**src/rtl/mc_pkg.sv**
```systemverilog
// Shared encodings for the multicycle controller: FSM states, MIPS opcode/funct
// constants and the ALU operation codes driven on ALUConf.
package mc_pkg;

  typedef enum logic [3:0] {
    S_RST, S_IF, S_ID, S_EXR, S_EXI, S_MADR, S_MRD,
    S_MWB, S_MWR, S_BR, S_JMP, S_JR, S_WBA
  } state_e;

  localparam logic [5:0] OP_RTYPE = 6'h00;
  localparam logic [5:0] OP_J     = 6'h02;
  localparam logic [5:0] OP_JAL   = 6'h03;
  localparam logic [5:0] OP_BEQ   = 6'h04;
  localparam logic [5:0] OP_ADDI  = 6'h08;
  localparam logic [5:0] OP_ADDIU = 6'h09;
  localparam logic [5:0] OP_SLTI  = 6'h0A;
  localparam logic [5:0] OP_SLTIU = 6'h0B;
  localparam logic [5:0] OP_ANDI  = 6'h0C;
  localparam logic [5:0] OP_LUI   = 6'h0F;
  localparam logic [5:0] OP_LW    = 6'h23;
  localparam logic [5:0] OP_SW    = 6'h2B;

  localparam logic [5:0] FN_SLL  = 6'h00;
  localparam logic [5:0] FN_SRL  = 6'h02;
  localparam logic [5:0] FN_SRA  = 6'h03;
  localparam logic [5:0] FN_JR   = 6'h08;
  localparam logic [5:0] FN_JALR = 6'h09;
  localparam logic [5:0] FN_ADD  = 6'h20;
  localparam logic [5:0] FN_ADDU = 6'h21;
  localparam logic [5:0] FN_SUB  = 6'h22;
  localparam logic [5:0] FN_SUBU = 6'h23;
  localparam logic [5:0] FN_AND  = 6'h24;
  localparam logic [5:0] FN_OR   = 6'h25;
  localparam logic [5:0] FN_XOR  = 6'h26;
  localparam logic [5:0] FN_NOR  = 6'h27;
  localparam logic [5:0] FN_SLT  = 6'h2A;
  localparam logic [5:0] FN_SLTU = 6'h2B;

  localparam logic [4:0] ALU_ADD = 5'd0;
  localparam logic [4:0] ALU_SUB = 5'd1;
  localparam logic [4:0] ALU_AND = 5'd2;
  localparam logic [4:0] ALU_OR  = 5'd3;
  localparam logic [4:0] ALU_XOR = 5'd4;
  localparam logic [4:0] ALU_NOR = 5'd5;
  localparam logic [4:0] ALU_SLL = 5'd6;
  localparam logic [4:0] ALU_SRL = 5'd7;
  localparam logic [4:0] ALU_SRA = 5'd8;
  localparam logic [4:0] ALU_SLT = 5'd9;
  localparam logic [4:0] ALU_LUI = 5'd10;

  // Shifts take the shamt field on ALU port A instead of rs.
  function automatic logic is_shift(input logic [5:0] fn);
    return (fn == FN_SLL) || (fn == FN_SRL) || (fn == FN_SRA);
  endfunction

  // R-type functs that execute through EXR (jr/jalr are routed to JR).
  function automatic logic is_r_alu(input logic [5:0] fn);
    case (fn)
      FN_SLL, FN_SRL, FN_SRA, FN_ADD, FN_ADDU, FN_SUB, FN_SUBU,
      FN_AND, FN_OR, FN_XOR, FN_NOR, FN_SLT, FN_SLTU: return 1'b1;
      default: return 1'b0;
    endcase
  endfunction

  function automatic logic is_i_alu(input logic [5:0] op);
    case (op)
      OP_ADDI, OP_ADDIU, OP_ANDI, OP_SLTI, OP_SLTIU, OP_LUI: return 1'b1;
      default: return 1'b0;
    endcase
  endfunction

endpackage

```
**src/rtl/mc_alu_decode.sv**
```systemverilog
// Combinational opcode/funct to ALU operation and signed-compare decode.
module mc_alu_decode
  import mc_pkg::*;
(
  input  logic [5:0] opcode,
  input  logic [5:0] funct,
  output logic [4:0] alu_conf,
  output logic       sign
);

  // NOTE: every output gets a default first so no path through the case infers a latch.
  always_comb begin
    alu_conf = ALU_ADD;
    sign     = 1'b1;
    if (opcode == OP_RTYPE) begin
      case (funct)
        FN_SUB:  alu_conf = ALU_SUB;
        FN_SUBU: begin alu_conf = ALU_SUB; sign = 1'b0; end
        FN_ADDU: sign = 1'b0;
        FN_AND:  alu_conf = ALU_AND;
        FN_OR:   alu_conf = ALU_OR;
        FN_XOR:  alu_conf = ALU_XOR;
        FN_NOR:  alu_conf = ALU_NOR;
        FN_SLL:  alu_conf = ALU_SLL;
        FN_SRL:  alu_conf = ALU_SRL;
        FN_SRA:  alu_conf = ALU_SRA;
        FN_SLT:  alu_conf = ALU_SLT;
        FN_SLTU: begin alu_conf = ALU_SLT; sign = 1'b0; end
        default: ;
      endcase
    end else begin
      case (opcode)
        OP_ADDIU: sign = 1'b0;
        OP_ANDI:  alu_conf = ALU_AND;
        OP_SLTI:  alu_conf = ALU_SLT;
        OP_SLTIU: begin alu_conf = ALU_SLT; sign = 1'b0; end
        OP_LUI:   alu_conf = ALU_LUI;
        default: ;
      endcase
    end
  end

endmodule

```
**src/rtl/mc_controller.sv**
```systemverilog
// Multicycle MIPS control FSM: state register plus Moore output decode from the
// current state and the instruction-register OpCode/Funct fields.
module mc_controller
  import mc_pkg::*;
(
  input  logic       clk,
  input  logic       reset,
  input  logic [5:0] OpCode,
  input  logic [5:0] Funct,
  output logic       PCWrite,
  output logic       PCWriteCond,
  output logic       IorD,
  output logic       MemRead,
  output logic       MemWrite,
  output logic       IRWrite,
  output logic       RegWrite,
  output logic       ExtOp,
  output logic       LuiOp,
  output logic [1:0] RegDst,
  output logic [1:0] MemtoReg,
  output logic [1:0] ALUSrcA,
  output logic [1:0] ALUSrcB,
  output logic [1:0] PCSource,
  output logic [4:0] ALUConf,
  output logic       Sign,
  output logic       Illegal
);

  state_e     state;
  logic [4:0] dec_conf;
  logic       dec_sign;

  mc_alu_decode u_alu_decode (
    .opcode   (OpCode),
    .funct    (Funct),
    .alu_conf (dec_conf),
    .sign     (dec_sign)
  );

  // NOTE: sequential state uses non-blocking assignments so every flop samples pre-edge values.
  always_ff @(posedge clk or negedge reset) begin
    if (!reset) begin
      state <= S_RST;
    end else begin
      case (state)
        S_RST: state <= S_IF;
        S_IF:  state <= S_ID;
        S_ID: begin
          if (OpCode == OP_RTYPE) begin
            if (Funct == FN_JR || Funct == FN_JALR) state <= S_JR;
            else if (is_r_alu(Funct))               state <= S_EXR;
            else                                    state <= S_IF;
          end else if (OpCode == OP_LW || OpCode == OP_SW) state <= S_MADR;
          else if (OpCode == OP_BEQ)                       state <= S_BR;
          else if (OpCode == OP_J || OpCode == OP_JAL)     state <= S_JMP;
          else if (is_i_alu(OpCode))                       state <= S_EXI;
          else                                             state <= S_IF;
        end
        S_EXR, S_EXI: state <= S_WBA;
        S_MADR:       state <= (OpCode == OP_LW) ? S_MRD : S_MWR;
        S_MRD:        state <= S_MWB;
        default:      state <= S_IF;
      endcase
    end
  end

  always_comb begin
    PCWrite = 1'b0; PCWriteCond = 1'b0; IorD = 1'b0; MemRead = 1'b0;
    MemWrite = 1'b0; IRWrite = 1'b0; RegWrite = 1'b0; ExtOp = 1'b0;
    LuiOp = 1'b0; RegDst = 2'b00; MemtoReg = 2'b00; ALUSrcA = 2'b00;
    ALUSrcB = 2'b00; PCSource = 2'b00; ALUConf = ALU_ADD; Sign = 1'b0;
    Illegal = 1'b0;
    case (state)
      S_IF: begin
        MemRead = 1'b1; IRWrite = 1'b1; PCWrite = 1'b1; ALUSrcB = 2'b01;
      end
      S_ID: begin
        ALUSrcB = 2'b11; ExtOp = 1'b1;
        if (OpCode == OP_RTYPE)
          Illegal = !(is_r_alu(Funct) || Funct == FN_JR || Funct == FN_JALR);
        else
          Illegal = !(OpCode == OP_LW || OpCode == OP_SW || OpCode == OP_BEQ ||
                      OpCode == OP_J || OpCode == OP_JAL || is_i_alu(OpCode));
      end
      S_EXR: begin
        ALUSrcA = is_shift(Funct) ? 2'b10 : 2'b01;
        ALUConf = dec_conf; Sign = dec_sign;
      end
      S_EXI: begin
        ALUSrcA = 2'b01; ALUSrcB = 2'b10;
        ExtOp = (OpCode != OP_ANDI); LuiOp = (OpCode == OP_LUI);
        ALUConf = dec_conf; Sign = dec_sign;
      end
      S_WBA: begin
        RegWrite = 1'b1; RegDst = (OpCode == OP_RTYPE) ? 2'b01 : 2'b00;
      end
      S_MADR: begin
        ALUSrcA = 2'b01; ALUSrcB = 2'b10; ExtOp = 1'b1; Sign = dec_sign;
      end
      S_MRD: begin MemRead = 1'b1; IorD = 1'b1; end
      S_MWB: begin RegWrite = 1'b1; MemtoReg = 2'b01; end
      S_MWR: begin MemWrite = 1'b1; IorD = 1'b1; end
      S_BR: begin
        ALUSrcA = 2'b01; ALUConf = ALU_SUB; Sign = dec_sign;
        PCWriteCond = 1'b1; PCSource = 2'b01;
      end
      S_JMP: begin
        PCWrite = 1'b1; PCSource = 2'b10;
        if (OpCode == OP_JAL) begin RegWrite = 1'b1; RegDst = 2'b10; MemtoReg = 2'b10; end
      end
      S_JR: begin
        PCWrite = 1'b1; PCSource = 2'b11;
        if (Funct == FN_JALR) begin RegWrite = 1'b1; RegDst = 2'b10; MemtoReg = 2'b10; end
      end
      default: ;
    endcase
  end

endmodule

```
**config.mk**
```make
export PLATFORM = sky130hd
export DESIGN_NAME = mc_controller
export DESIGN_NICKNAME = d
export VERILOG_FILES = /design/src/rtl/mc_pkg.sv /design/src/rtl/mc_alu_decode.sv /design/src/rtl/mc_controller.sv
export SDC_FILE = /design/constraint.sdc
export NUM_CORES = 1
export LEC_CHECK = 0
export CORE_MARGIN = 2
export CORE_UTILIZATION = 38
export DETAILED_ROUTE_END_ITERATION = 10
export PLACE_DENSITY_LB_ADDON = 0.12
export SLEW_MARGIN = 15
export SYNTH_ARGS = -nofsm -noshare
export SYNTH_HDL_FRONTEND = slang
export SYNTH_SLANG_ARGS = --single-unit
```
**constraint.sdc**
```tcl
create_clock -name clk -period 1.85 [get_ports clk]
set_clock_uncertainty 0.2 [all_clocks]
set_input_delay 0.2775 -clock clk [delete_from_list [all_inputs] [get_ports clk]]
set_output_delay 0.2775 -clock clk [all_outputs]
set_load 0.1 [all_outputs]
```
==> flow_metrics.tcl, run 1 <==
set metrics [dict create \
    status "aborted with a tool error" \
    lastStage "4_1_cts" \
    error "[ERROR DPL-0038] Utilization greater than 100%, impossible to legalize" \
    syn_inst 143 \
    dpl.hpwl_mm 3.58 \
    yosys-top-cells-area "dfrtp_1 (11%), nand2b_1 (5.3%), nor2_1 (5.2%)" \
    synth_top_area_share_pct 10.6 \
    yosys_warnings 0 \
    ctsHoldBuffers 0 \
    synth-seq-area-share_pct 10.6 \
    die_w_um 53.8 \
    ys_ff_latch 4 \
    dp.cells 254 \
    rows 18 \
    gp_congestion 1.02 \
    h-tree-depth 1 \
    ios 40 \
    cts_setup_buffers 12 \
    cts-root-buf "clkbuf_4" \
    synth_area_um2 943 \
    clk_path_buf_depth 2 \
    cts-buffers-inserted 3 \
    syn-num-nets 157 \
    syn_area_per_cell_um2 6.60 \
    start_util_pct 39.1 \
    die_y_um 53.8 \
    synth.distinct_cells 47 \
    cts_resized 79 \
    synth_area_leader_cell "dfrtp_1" \
    io_buffers 38 \
    cts.sinks 4 \
]
[metrics by stage]
step	TNS, ns	area [um2]	setup WS (ns)	hold WS [ns]
after floorplan	-5.91	1220	-0.849	-0.218
after global placement	-8.86	2190	-0.669	0.279
after detailed placement	-10.05	2190	-0.695	0.284
[synth_stat cells (all sizes together)]
library cell and number:
a21o 3, nand2 11, nand3 5, and2 5, o21bai 2, inv 6
o32ai 1, xor2 1, a2111oi 2, nor4b 1, a31oi 5, o2111a 1
mux2i 1, nand4bb 1, or3b 2, or3 4, dfrtp 4, conb 1
nor3 4, o22ai 1, a21oi 9, clkbuf 9, or4 1, a211o 1
o211ai 5, or2 3, o21ai 7, nor3b 2, nand4 1, nand2b 8
o311a 1, buf 2, nand3b 5, o31ai 2, nor2b 6, nor4 3
nor2 14, or4b 2, a221oi 1
[cell families after synthesis]
kind of cell | after synthesis | synth area share (%)
other | 1 | 0.397
and+or+nand+nor | 78 | 48.5
DFF | 4 | 10.6
AOI/OAI and AO/OA | 41 | 31.3
muxes | 1 | 1.06
buffers and inverters | 17 | 7.16
xor gates and xnor gates | 1 | 0.929
==> run 2: changes to the inputs <==
Settings changed: CORE_AREA set to 2 2 63 65, CORE_MARGIN 2 to not set, CORE_UTILIZATION 38 to not set, DIE_AREA set to 0 0 65 67, PLACE_DENSITY_LB_ADDON 0.12 to 0.15.
Clock period 1.85 ns to 2.4 ns, I/O delays scaled along.
==> run 2 against run 1 <==
The flow now finishes, with violations (negative setup slack). Synthesized area stayed put. Synthesized cell count stayed put.
==> flow_metrics.tcl, run 2 <==
set metrics [dict create \
    status "finished, violations left" \
    violations "negative setup slack" \
    clk_path_buf_depth 2 \
    core-area_um2 3610 \
    dieArea_um2 4360 \
    cts.reportedPaths.clkPinSlew_ns 0.03 \
    finalMaxSlewViolations 0 \
    hold_class "in2async" \
    finalSetupTns_ns -0.654 \
    dp.cells 258 \
    timing_hold_violations_final 0 \
    setup_slack_ns -0.233 \
    synth_area_um2 943 \
    power_per_cell_area_nw_per_um2 1210 \
    pwr-share-comb_pct 90.4 \
    ys.flop_type "dfrtp_1" \
    clk_latency_ns 0.22 \
    antenna_left 0 \
    switching_share_pct 58.1 \
    synth_fa_ha_area_share_pct 0 \
    io_buffers 38 \
    grt_pass1_wl_mm 6.24 \
    syn-num-nets 157 \
    die_w_um 65 \
    yosys_warnings 0 \
    synth_area_leader_cell "dfrtp_1" \
    synth_top_area_share_pct 10.6 \
    synthSimpleGateAreaFrac_pct 48.5 \
    worstSetupPathType "reg2out" \
    max_cap_viol_count 0 \
    yosysMostFrequentCell "nor2_1" \
    crit_required_ns 1.84 \
    final_nets 231 \
    largest_reg_flops 4 \
    async_flop_share_pct 100 \
    drive_above_1_share_pct 54.4 \
    cts-root-buf "clkbuf_8" \
    synth_mux_area_share_pct 1.06 \
    grt_pass1_vias 1312 \
    synth_xor_area_share_pct 0.928 \
    synth_compound_area_share_pct 31.3 \
    syn_inst 143 \
    gp_congestion 0.842 \
    clock.fmax_ghz 0.380 \
    dpl.hpwl_mm 3.02 \
    ys_ff_latch 4 \
    cts.sinks 4 \
    switching_power_mw 1.55 \
    ios 40 \
    grt_setup_unrepaired "yes" \
    final_common_cell "buf_4" \
    synth_top_family_by_area "simple AND/OR/NAND/NOR gates" \
    intPower_mw 1.12 \
    largest_registers "state x4" \
    cts-buffers-inserted 3 \
    h-tree-depth 1 \
    fin_cells 263 \
    totalWireLength_mm 3.77 \
    clockPowerShare_pct 5.3 \
    yosys-top-cells-area "dfrtp_1 (11%), nand2b_1 (5.3%), nor2_1 (5.2%)" \
    layout_common_cells "buf_4 (37), buf_12 (26), nand2_1 (9)" \
    grt_antenna_before_repair 0 \
    synth-edff-count 0 \
    largest_register "state" \
    start_util_pct 26.2 \
    syn_to_final_growth_pct 133 \
    drtIter0Drc 50 \
    wire_per_inst_um 14.3 \
    leakage_nw 0.876 \
    syn_area_per_cell_um2 6.60 \
    die_y_um 67 \
    vias 1337 \
    ctsHoldBuffers 0 \
    rows 22 \
    cp_max_fo 2 \
    fin_crit_sh_pct 110 \
    drc 0 \
    gr-total-overflow 0 \
    critPathLaunchType "flip-flop" \
    cts_tree "yes" \
    grt_usage_pct 18.2 \
    cp.arrival_ns 2.07 \
    power.share.sequential_pct 4.3 \
    synth.distinct_cells 47 \
    crit_path_end_kind "output pin" \
    peakVddDrop_uv 786 \
    synth_common_cells "nor2_1 (13), nand2_1 (11), clkbuf_1 (9)" \
    setup_viol 4 \
    antenna_cells 0 \
    viasPerCell 5.08 \
    grt_max_degree 18 \
    firstDrtPassIters 4 \
    layout_min_cycle_time_ns 2.63 \
    synth-seq-area-share_pct 10.6 \
]
-- run 2: path summary, 6_finish.rpt --
check | from | endpoint | slack [ns] | cells past startpoint
worst max-delay path | state[3]$_DFF_PN0_ | ALUConf[0] | -0.23 | 5
worst min-delay path | reset | state[0]$_DFF_PN0_ | 0.14 | 1
worst max register to register | state[1]$_DFF_PN0_ | state[2]$_DFF_PN0_ | 0.50 | 6
worst min register to register | state[2]$_DFF_PN0_ | state[0]$_DFF_PN0_ | 0.54 | 2
max in group asynchronous | reset | state[2]$_DFF_PN0_ | 1.69 | 1
min in group clk | OpCode[4] | state[2]$_DFF_PN0_ | 0.49 | 4
-- run 2: power groups by stage --
stage	clock, mW	combinational, mW	sequential [mW]
2_1_floorplan	0	1.45	0.134
3_3_place_gp	0	2.28	0.111
3_5_place_dp	0	2.29	0.113
4_1_cts	0.145	2.35	0.112
5_1_grt	0.149	2.50	0.116
6_report	0.142	2.41	0.114
-- run 2: per-layer routing --
| metal | up-vias | share of wire, % | GRT usage, % |
|---|---|---|---|
| met5 | - | 0 | 0 |
| met4 | 0 | 0.40 | 3.19 |
| met3 | 2 | 4.2 | 2.53 |
| met2 | 41 | 52 | 33.8 |
| met1 | 625 | 43 | 22.4 |
| li1 | 669 | - | - |
-- run 2: cell type report --
class	count	area (um2)
clock buffer	3	41.3
tap	48	60.1
fill	321	1410
timing repair buffer	80	953
sequential	4	100
multi-input combinational	122	1020
inverter	6	26.3
-- run 2: cells by family (layout without fill, tap and decap cells) --
group	Yosys count	count (layout)
multiplexers	1	1
other	1	1
buffers and inverters	17	89
XOR/XNOR	1	1
AO/OA/AOI/OAI	41	41
AND/OR/NAND/NOR	78	78
flip-flops	4	4
-- run 2: through the flow --
stage	total power, mW	instance area [um2]	hold slack (ns)	utilization, %	setup slack, ns
after floorplan	1.58	1090	-0.136	-	-0.380
after detailed placement	2.40	2030	0.376	56.4	-0.335
after CTS	2.60	2150	0.142	59.5	-0.240
after global placement	2.39	2030	0.362	56.4	-0.290
after global routing	2.77	2200	0.154	61.0	-0.321
final	2.67	2200	0.142	61.0	-0.233
-- run 2: what timing repair did --
item	in CTS	in global routing
setup buffers	1	1
setup endpoints to repair	15	12
resized for setup	37	14
pin swaps	9	8
-- run 2: worst max-delay path, cell delays in order, from the launching register on --
cell,delay (ns)
dfrtp_1,0.37
or4b_4,0.57
a2111oi_4,0.35
nand3b_1,0.17
o21ai_4,0.20
buf_12,0.19
Note: power is estimated with default switching activity, not from simulation.
==> run 3: changes to the inputs <==
Settings changed: CAP_MARGIN set to 20, CTS_CLUSTER_SIZE set to 8.
==> results of run 3 <==
Same layout as run 2: the final DEF is identical, and so are final timing and power.
==> run 4: changes to the inputs <==
Settings changed: GPL_TIMING_DRIVEN set to 0.
==> run 4 against run 3 <==
The flow still finishes with violations (negative setup slack). Flip-flop and latch count stayed put. Clock power barely moved. Cell count is 6.8% lower. Global-route usage fell by 1.1 points. Die area did not move. Fmax is 0.46% lower. Worst setup slack worse by 0.012 ns. Routed wire length fell by 3.2%. Critical path type unchanged.
==> flow_metrics.tcl, run 4 (synthesis gave the netlist of run 2 again) <==
set metrics [dict create \
    firstDrtPassIters 4 \
    start_util_pct 26.2 \
    die_y_um 67 \
    clockPowerShare_pct 6.3 \
    crit_required_ns 1.84 \
    final_common_cell "buf_4" \
    finalMaxSlewViolations 0 \
    io_buffers 36 \
    timing_hold_violations_final 0 \
    cp_max_fo 4 \
    viasPerCell 5.29 \
    cts.reportedPaths.clkPinSlew_ns 0.03 \
    crit_buf_inv 1 \
    cts.sinks 4 \
    core-area_um2 3610 \
    switching_share_pct 64.4 \
    critPathLaunchType "flip-flop" \
    worstMarginPinSlew_ns 0.548 \
    status "finished, violations left" \
    dieArea_um2 4360 \
    largest_register "state" \
    grt_setup_unrepaired "yes" \
    rows 22 \
    grt_pass1_wl_mm 5.76 \
    max_stage_delay_ns 0.57 \
    critPathLaunch "state[3]$_DFF_PN0_" \
    slew_headroom_pct 63.6 \
    grt_antenna_before_repair 0 \
    layout_common_cells "buf_4 (18), nand2_1 (10), nand2b_1 (8), buf_6 (8), buf_12 (8)" \
    grt_usage_pct 17.1 \
    crit_path_end_kind "output pin" \
    gp_congestion 0.762 \
    fin_crit_sh_pct 110 \
    h-tree-depth 1 \
    crit_chain "or4b_4, and2_4, or3_4, a21oi_4, buf_12" \
    clk_path_buf_depth 2 \
    cts-root-buf "clkbuf_8" \
    regToRegStartpoint "state[1]$_DFF_PN0_" \
    peakVddDrop_uv 640 \
    cts_tree "yes" \
    setup_slack_ns -0.245 \
    leakage_nw 0.730 \
    worstSetupPathType "reg2out" \
    violations "negative setup slack" \
    final_nets 213 \
    fin_area_um2 1870 \
    totalWireLength_mm 3.65 \
    placed_area_um2 1510 \
    grt_max_degree 11 \
    fillers 341 \
    hold_class "in2async" \
    die_w_um 65 \
    dpl.hpwl_mm 2.59 \
    clock.fmax_ghz 0.378 \
    wire_per_inst_um 14.9 \
    largest_reg_flops 4 \
    drive_above_1_share_pct 51.8 \
    pwr-share-comb_pct 87.5 \
    intPower_mw 0.822 \
    grt_pass1_vias 1184 \
    finalSetupTns_ns -0.807 \
    fin_util_pct 51.7 \
    drc 0 \
    gr-total-overflow 0 \
    cpMaxStageDelayCell "or4b_4" \
    power.share.sequential_pct 6.2 \
    antenna_left 0 \
    setup_viol 4 \
    max_cap_viol_count 0 \
    cp_top_family "simple AND/OR/NAND/NOR gates" \
    vias 1295 \
    antenna_cells 0 \
    largest_registers "state x4" \
    syn_to_final_growth_pct 97.7 \
    clk_latency_ns 0.22 \
    power_per_cell_area_nw_per_um2 1240 \
    switching_power_mw 1.49 \
    cts-buffers-inserted 3 \
    ios 40 \
    cp.arrival_ns 2.09 \
    ctsHoldBuffers 0 \
    layout_min_cycle_time_ns 2.65 \
    drtIter0Drc 80 \
]
## run 4: changes by cell type in the layout (fill, tap and decap cells not counted), moves of 3 or more
cell,change
buf_12,-18
buf_2,+3
buf_4,-19
buf_6,+4
clkbuf_2,+5
clkbuf_4,+3
clkbuf_8,+3
clkdlybuf4s15_2,+4
dfrtp_1,-3
dfrtp_2,+3
dlygate4sd2_1,-6
## run 4: per-stage QoR
| stage | worst slack [ns] | power, mW | hold WS [ns] | instances |
|---|---|---|---|---|
| 2_1_floorplan | -0.380 | 1.58 | -0.136 | 143 |
| 3_3_place_gp | -1.40 | 1.95 | 0.365 | 227 |
| 3_5_place_dp | -1.42 | 1.95 | 0.374 | 227 |
| 4_1_cts | -0.234 | 2.22 | 0.138 | 240 |
| 5_1_grt | -0.281 | 2.40 | 0.153 | 245 |
| 6_report | -0.245 | 2.31 | 0.134 | 245 |
## run 4: power by group through the flow
stage,clock network [mW],logic (mW),registers [mW]
after floorplan,0,1.45,0.134
after global placement,0,1.79,0.152
after detailed placement,0,1.79,0.151
after CTS,0.148,1.93,0.142
after global routing,0.154,2.10,0.143
final,0.145,2.02,0.143
## run 4: repair_timing
action | 4_1_cts | 5_1_grt
resized for setup | 202 | 37
pin swaps | 9 | 6
setup endpoints to repair | 25 | 16
setup buffers | 10 | 5
## run 4: worst paths after layout
path                            slack [ns]                 end  cells after the start
worst max-delay path                 -0.25          ALUConf[3]                      5
worst min-delay path                  0.13  state[0]$_DFF_PN0_                      1
worst max register to register        0.57  state[1]$_DFF_PN0_                      5
worst min register to register        0.52  state[0]$_DFF_PN0_                      2
max in group asynchronous             1.69  state[1]$_DFF_PN0_                      1
min in group clk                      0.33  state[1]$_DFF_PN0_                      4
## run 4: layout make-up
class | instances | area, um2 | share of cell area [%]
repair buffers | 51 | 518 | 27.8
flip-flops and latches | 4 | 104 | 5.57
multi-input cells | 122 | 1010 | 54.1
plain buffers | 11 | 108 | 5.77
inverters | 6 | 26.3 | 1.41
clock buffers | 3 | 41.3 | 2.21
well taps | 48 | 60.1 | 3.22
## run 4: worst register-to-register path, stage by stage, from the launching register on
cell and delay (ns):
dfrtp_2 0.42, buf_4 0.15, nand2b_1 0.17, nor4_1 0.46, o21ai_0 0.22, o211ai_1 0.12
## run 4: routing by layer
layer,up-vias,GRT usage [%],share of wire (%)
met1,601,21.9,42
met5,-,0,0
met3,5,2.53,5.8
li1,641,-,-
met2,48,28.6,51
met4,0,6.91,1.2
